**src/rtl/timer0_wdt_unit.sv**
```systemverilog
// Timer0 with a prescaler shared between the timer and the watchdog.
// External clock pin is synchronised and edge-detected before use.
module timer0_wdt_unit #(
  parameter int TMR_W    = 8,
  parameter int PS_SEL_W = 3,
  parameter int WDT_W    = 8
) (
  input  logic                clk,
  input  logic                rst,
  input  logic                t0cs,
  input  logic                t0se,
  input  logic                psa,
  input  logic [PS_SEL_W-1:0] ps,
  input  logic                t0cki,
  input  logic                tmr_wr,
  input  logic [TMR_W-1:0]    tmr_wdata,
  input  logic                ovf_clr,
  input  logic                wdt_en,
  input  logic                clrwdt,
  input  logic                sleep,
  output logic [TMR_W-1:0]    tmr_q,
  output logic                tmr_ovf,
  output logic                wdt_timeout
);

  localparam int PS_W = 2 ** PS_SEL_W;
  localparam logic [PS_W:0] SPAN_ONE = {{PS_W{1'b0}}, 1'b1};

  logic                sync1_reg, sync2_reg, edge_reg;
  logic [TMR_W-1:0]    tmr_reg, tmr_next;
  logic                tmr_ovf_reg, ovf_next;
  logic [PS_W-1:0]     ps_cnt_reg, ps_cnt_next;
  logic [1:0]          inh_reg, inh_next;
  logic [WDT_W-1:0]    wdt_cnt_reg, wdt_cnt_next;
  logic                wdt_timeout_reg;
  logic                cfg_valid_reg, psa_reg;
  logic [PS_SEL_W-1:0] ps_reg;

  logic                sel_now, sel_prev, ext_tick, tick, cfg_chg;
  logic                tmr_inc, tmr_wrap, wdt_clear, wdt_tick, expire;
  logic [PS_SEL_W:0]   ps_plus1;
  logic [PS_W:0]       tmr_mask, wdt_mask, ps_cnt_ext;

  // Selecting the falling edge is done by inverting both sampled levels.
  assign sel_now  = sync2_reg ^ t0se;
  assign sel_prev = edge_reg ^ t0se;
  assign ext_tick = sel_now & ~sel_prev;
  assign tick     = t0cs ? ext_tick : ~sleep;

  // cfg_valid_reg keeps the first edge after reset from looking like a change.
  assign cfg_chg  = cfg_valid_reg & ((psa != psa_reg) | (ps != ps_reg));

  assign ps_plus1   = {1'b0, ps} + {{PS_SEL_W{1'b0}}, 1'b1};
  assign tmr_mask   = (SPAN_ONE << ps_plus1) - SPAN_ONE;
  assign wdt_mask   = (SPAN_ONE << ps) - SPAN_ONE;
  assign ps_cnt_ext = {1'b0, ps_cnt_reg};

  always_comb begin
    tmr_next     = tmr_reg;
    ps_cnt_next  = ps_cnt_reg;
    inh_next     = inh_reg;
    wdt_cnt_next = wdt_cnt_reg;
    tmr_inc      = 1'b0;
    tmr_wrap     = 1'b0;
    expire       = 1'b0;
    wdt_clear    = clrwdt | sleep;
    wdt_tick     = wdt_en & (&wdt_cnt_reg);

    if (inh_reg != 2'd0)
      inh_next = inh_reg - 2'd1;

    // A load wins over any tick in the same cycle and arms a 2-cycle hold-off.
    if (tmr_wr) begin
      tmr_next = tmr_wdata;
      inh_next = 2'd2;
      if (!psa)
        ps_cnt_next = '0;
    end else if (tick && inh_reg == 2'd0) begin
      if (psa) begin
        tmr_inc = 1'b1;
      end else if (!cfg_chg) begin
        tmr_inc     = ((ps_cnt_ext & tmr_mask) == tmr_mask);
        ps_cnt_next = ps_cnt_reg + PS_W'(1);
      end
    end

    if (tmr_inc) begin
      tmr_next = tmr_reg + TMR_W'(1);
      tmr_wrap = &tmr_reg;
    end
    ovf_next = tmr_wrap | (tmr_ovf_reg & ~ovf_clr);

    if (wdt_en)
      wdt_cnt_next = wdt_cnt_reg + WDT_W'(1);

    // Clearing the watchdog suppresses a same-cycle expiry.
    if (wdt_clear) begin
      wdt_cnt_next = '0;
      if (psa)
        ps_cnt_next = '0;
    end else if (wdt_tick) begin
      if (!psa) begin
        expire = 1'b1;
      end else if (!cfg_chg) begin
        if ((ps_cnt_ext & wdt_mask) == wdt_mask) begin
          expire      = 1'b1;
          ps_cnt_next = '0;
        end else begin
          ps_cnt_next = ps_cnt_reg + PS_W'(1);
        end
      end
    end

    if (expire)
      wdt_cnt_next = '0;
    if (cfg_chg)
      ps_cnt_next = '0;
  end

  always_ff @(posedge clk or posedge rst) begin
    if (rst) begin
      sync1_reg       <= 1'b0;
      sync2_reg       <= 1'b0;
      edge_reg        <= 1'b0;
      tmr_reg         <= '0;
      tmr_ovf_reg     <= 1'b0;
      ps_cnt_reg      <= '0;
      inh_reg         <= 2'd0;
      wdt_cnt_reg     <= '0;
      wdt_timeout_reg <= 1'b0;
      cfg_valid_reg   <= 1'b0;
      psa_reg         <= 1'b0;
      ps_reg          <= '0;
    end else begin
      sync1_reg       <= t0cki;
      sync2_reg       <= sync1_reg;
      edge_reg        <= sync2_reg;
      tmr_reg         <= tmr_next;
      tmr_ovf_reg     <= ovf_next;
      ps_cnt_reg      <= ps_cnt_next;
      inh_reg         <= inh_next;
      wdt_cnt_reg     <= wdt_cnt_next;
      wdt_timeout_reg <= expire;
      cfg_valid_reg   <= 1'b1;
      psa_reg         <= psa;
      ps_reg          <= ps;
    end
  end

  assign tmr_q       = tmr_reg;
  assign tmr_ovf     = tmr_ovf_reg;
  assign wdt_timeout = wdt_timeout_reg;

endmodule
```
**config.mk**
```make
export PLATFORM = sky130hd
export DESIGN_NAME = timer0_wdt_unit
export DESIGN_NICKNAME = d
export VERILOG_FILES = /design/src/rtl/timer0_wdt_unit.sv
export SDC_FILE = /design/constraint.sdc
export NUM_CORES = 1
export LEC_CHECK = 0
export ABC_AREA = 1
export CAP_MARGIN = 10
export CORE_MARGIN = 2
export CORE_UTILIZATION = 40
export DETAILED_ROUTE_END_ITERATION = 7
export GPL_ROUTABILITY_DRIVEN = 0
export PLACE_DENSITY_LB_ADDON = 0.2
export SKIP_CTS_REPAIR_TIMING = 1
export SYNTH_ARGS = -nofsm -noshare
export SYNTH_HDL_FRONTEND = slang
export SYNTH_SLANG_ARGS = --single-unit
```
**constraint.sdc**
```tcl
create_clock -name clk -period 2.3 [get_ports clk]
set_clock_uncertainty 0.05 [all_clocks]
set_input_delay 0.69 -clock clk [delete_from_list [all_inputs] [get_ports clk]]
set_output_delay 0.69 -clock clk [all_outputs]
set_load 0.03 [all_outputs]
```
Word-level counts from Yosys, hierarchy flattened:

Cells that the tools add are included.

* bits in registers: 36
* input port bits: 22
* output and inout bits: 10
* logic and storage cells: 75

* add/sub/neg operators: 7
* eq/ne operators: 4
* shift operators: 2
* multiplexer cells: 28
* bitwise gates (word level): 14
* reduce and logical (&&, ||, !) cells: 8

Operators with widths (number)
* two-way mux 8 bit: 15
* adder 8 x 1 -> 8 bit (second input constant): 3
* bitwise AND 8 x 9 -> 9 bit: 2
* equality test 9 bit: 2
* subtractor 9 x 1 -> 9 bit (second input constant): 2
* AND reduction 8 bit: 2
* two-way mux 1 bit: 11
* left shift 1 x 3 -> 9 bit (first input constant): 1
* left shift 1 x 4 -> 9 bit (first input constant): 1
* nonzero test 2 bit: 3
* adder 3 x 1 -> 4 bit (second input constant): 1
* bitwise AND 1 bit: 4
* two-way mux 2 bit: 2
* != test 3 bit: 1
* NOT 1 bit: 3
* bitwise OR 1 bit: 3
* nonzero test 3 bit: 1
* logical NOT 2 bit: 1
* subtractor 2 x 1 -> 2 bit (second input constant): 1
* bitwise XOR 1 bit: 2
* logical AND 1 bit: 1
* != test 1 bit: 1

Depth between registers and ports, before layout:

* word-level depth: 11
* mapped depth: 18
* gate-level depth less buffers: 17

Least setup slack after synthesis:

OpenSTA, ideal clock, no wires.

* path kind: input to register
* start point: input ps[0]
* end point: register tmr_reg[2] (netlist: tmr_q[2])
* setup time: 0.126 ns
* data arrival time: 2.492 ns
* required time: 2.124 ns
* path slack: -0.368 ns
* stages on the path: 17
* path buffers: 1
* cell sequence: buf_4 -> nand2_1 -> inv_1 -> ha_1 -> nand2_1 -> ha_1 -> nand3_2 -> nor2_4 -> nand3_2 -> nand2_1 -> nand2_1 -> nor2_2 -> nand2_2 -> nand2_4 -> nand2_4 -> nand3_1 -> nand3_1

* word-level cells in the longest chain between the ends: 10
* elaborated cells on any way between the ends: 14
* those cells by class: 2 x add/sub; 2 x eq/ne; 1 x shift; 5 x mux; 3 x bitwise; 1 x reduce/logical

Ends and longest elaborated chain
* from (decl): RTL line 13 `input logic [PS_SEL_W-1:0] ps,`
* adder 3 x 1 -> 4 bit: RTL line 53 `assign ps_plus1 = {1'b0, ps} + {{PS_SEL_W{1'b0}}, 1'b1};`
* left shift 1 x 4 -> 9 bit: RTL line 54 `assign tmr_mask = (SPAN_ONE << ps_plus1) - SPAN_ONE;`
* subtractor 9 x 1 -> 9 bit: RTL line 54
* bitwise AND 8 x 9 -> 9 bit: RTL line 82 `tmr_inc = ((ps_cnt_ext & tmr_mask) == tmr_mask);`
* equality test 9 bit: RTL line 82
* two-way mux 1 bit (*): RTL line 81 `end else if (!cfg_chg) begin`
* two-way mux 1 bit (*): RTL line 79 `if (psa) begin`
* two-way mux 1 bit (*): RTL line 78 `end else if (tick && inh_reg == 2'd0) begin`
* two-way mux 1 bit (*): RTL line 73 `if (tmr_wr) begin`
* two-way mux 8 bit / nonzero test 2 bit (equally long branches)
* to (signal assigned): RTL line 138 `tmr_reg <= tmr_next;`
* to (decl): RTL line 30 `logic [TMR_W-1:0] tmr_reg, tmr_next;`

Every way passes the cells marked *; elsewhere a longest branch is shown, timed or not.
A chain may end at the register's enable or synchronous reset.

Final worst setup path:

* start point: input ps[0]
* end point: register tmr_reg[4] (netlist: tmr_q[4])

Same word-level chain as after synthesis.

==> out/qor.yml <==
clock_tree:
  clock_path_buffers: 2
  cts-root-buf: "clkbuf_8"
  cts_tree: "done"
  cts_sinks: 36
  path_clk_slew_ns: 0.07
  clock_latency_ns: 0.29
  htree_num_levels: 2
  cts_buffers: 5
floorplan:
  die_w_um: 86.1
  row_count: 29
  core_um2: 6420
  num_io_pins: 32
  die_area_um2: 7420
  start_util_pct: 42.0
  fp.dieH_um: 86.1
run_status:
  outcome: "finished, final reports clean"
layout:
  drive_above_1_share_pct: 22.2
  nNetsFinal: 486
  area_growth_pct: 37.2
  antennaDiodeCount: 0
  fin_area_um2: 3700
power:
  internal_power_uw: 1250
  p_sw_uw: 604
  swShare_pct: 32.6
  power_frac_comb_pct: 30.9
  p_leak_uw: 0.00182
  power_frac_clock_pct: 30.0
  seq_power_share_pct: 39.0
  p_per_area_nw_per_um2: 501
  ir_drop_uv: 389
setup_path:
  startpoint_type: "primary input"
  endpoint_kind: "flip-flop"
  cp.required_ns: 2.43
  arrival_ns: 2.41
  r2r_cells: 9
  path_max_fanout: 8
  criticalPathCategory: "in -> reg"
grt:
  antenna_found_initial: 0
  grt.overflow.total: 0
  grt_pass1_vias: 2597
  grt_max_degree: 37
  grt_pass1_wl_mm: 11.6
  track_usage_pct: 19.4
routing:
  routed.top_layer: "met4"
  drt_iter0_drc: 146
  post_drt_via_cell_ratio: 5.22
  wl_met2_mm: 3.35
  ant_nets: 0
  wl_met1_mm: 3.05
  drt_drc_violations_left: 0
  via_count: 2775
  post_drt_wl_per_cell_um: 12.7
  detail_route.wirelength_mm: 6.75
  drt_pass1_iterations: 4
  met3_length_um: 265
sta:
  setup_violations: 0
  post-route-min-period_ns: 2.29
  finalHoldViolCount: 0
  fmax_mhz: 437
  rsz0062_at_grt: "true"
  finalMaxSlewViolations: 0
  fin_ws_ns: 0.0122
  period_share_pct: 99.5
synthesis:
  yosysTopAreaCell: "dfrtp_1"
  syn_area_um2: 2700
  synthTopCellsByArea: "dfrtp_1 (33%), nand2_1 (12%), nand3_1 (9.5%)"
  synth_top_cell_area_share_pct: 33.4
  yosysSeqAreaShare_pct: 33.4
  avgSynthCellArea_um2: 7.01
  ys_ff_latch: 36
  syn_inst: 385
  yosysWarnings: 0
  synth_cell_types: 30
  syn_nets: 417
run:
  cap_violations: 0
placed_design:
  place_hpwl_mm: 5.03
  placed_area_um2: 3440
  port_buffers: 31
  place_ws_ns: -0.833
worst_hold_path:
  min_path_type: "reg -> reg"
  min_path_cells: 0
-- placed cells by master (no fill, tap or decap), types with 3 or more instances in the layout --
cell and count:
nand2_1 79, inv_1 49, dfrtp_1 36, nand3_1 32, buf_4 32, nor2_1 30, clkdlybuf4s50_1 27, o21ai_0 24
nand3_2 23, a21oi_1 17, nand4_1 16, xor2_1 12, nand3b_1 9, nand2_4 6, nand2_2 6, ha_1 6
clkbuf_8 5, inv_2 4, o21ai_1 4, nor3_1 4, nor2_4 3, nor2_2 3, ha_4 3
-- synthesized netlist by cell type, drive strengths merged --
cell	number
ha	10
o21ai	28
a21oi	17
xor2	12
buf	2
conb	1
or2	1
nand3b	9
nand4	16
nor3	4
and3b	1
o211ai	2
xnor2	2
o221ai	1
o31ai	1
dfrtp	36
nor2	36
inv	54
nand3	56
nor4	1
nand2	92
clkbuf	3
-- worst max-delay path: stages --
cell     delay (ns)
buf_8          0.10
nand2_4        0.07
inv_4          0.05
ha_4           0.29
nand2_4        0.05
ha_4           0.25
or2_4          0.10
nand2_2        0.03
nor2_1         0.09
nand4_1        0.11
nor2_2         0.15
nand2_4        0.10
nand2_8        0.11
nand2_8        0.08
nand3_2        0.07
nand3_2        0.06
-- cell type report --
class                   count  area [um2]
clock buffers               5        68.8
clock inverters             3        42.5
multi-input cells         291        1780
well taps                  77        96.3
fillers                   594        2720
repair buffers             66         606
inverters                  54         205
flip-flops and latches     36         901
-- worst paths after layout --
check                          startpoint              to  slack [ns]
max                                 ps[0]        tmr_q[4]        0.01
min                             sync1_reg       sync2_reg        0.30
max reg2reg                wdt_cnt_reg[0]   ps_cnt_reg[1]        0.44
min reg2reg                     sync1_reg       sync2_reg        0.30
max in group asynchronous             rst  wdt_cnt_reg[6]        1.11
min in group asynchronous             rst  wdt_cnt_reg[1]        0.76
-- through the flow --
step / TNS [ns] / std cells / util, % / hold WS (ns) / total power, uW
after floorplan: -1.53 / 385 / - / 0.281 / 1070
after global placement: -16.50 / 522 / 53.6 / 0.284 / 1270
after detailed placement: -17.86 / 522 / 53.6 / 0.293 / 1280
after CTS: -10.64 / 530 / 55.3 / 0.309 / 1840
after global routing: -0.863 / 532 / 57.6 / 0.318 / 1980
final: 0 / 532 / 57.6 / 0.304 / 1850
-- layer usage --
metal,track usage (%),vias up
met5,0,-
met4,6.06,0
met3,3.08,9
met2,32.8,63
met1,25.3,1292
li1,-,1411
-- power groups by stage --
| stage | registers [uW] | logic [uW] | clock network, uW |
|---|---|---|---|
| 6_report | 724 | 574 | 557 |
| 5_1_grt | 732 | 641 | 606 |
| 4_1_cts | 724 | 542 | 574 |
| 3_5_place_dp | 736 | 539 | 0 |
| 3_3_place_gp | 735 | 531 | 0 |
| 2_1_floorplan | 767 | 301 | 0 |
-- logic make-up (layout without fill, tap and decap cells) --
group	Yosys count	in the layout	share of synthesized area [%]
and+or+nand+nor	216	217	39.1
buffers and inverters	59	128	8.63
AOI/OAI and AO/OA	49	49	9.51
DFF	36	36	33.4
xor gates and xnor gates	14	14	4.55
adders and majority gates	10	10	4.64
other	1	1	0.139
No activity file was read; power rests on OpenSTA's default activity.
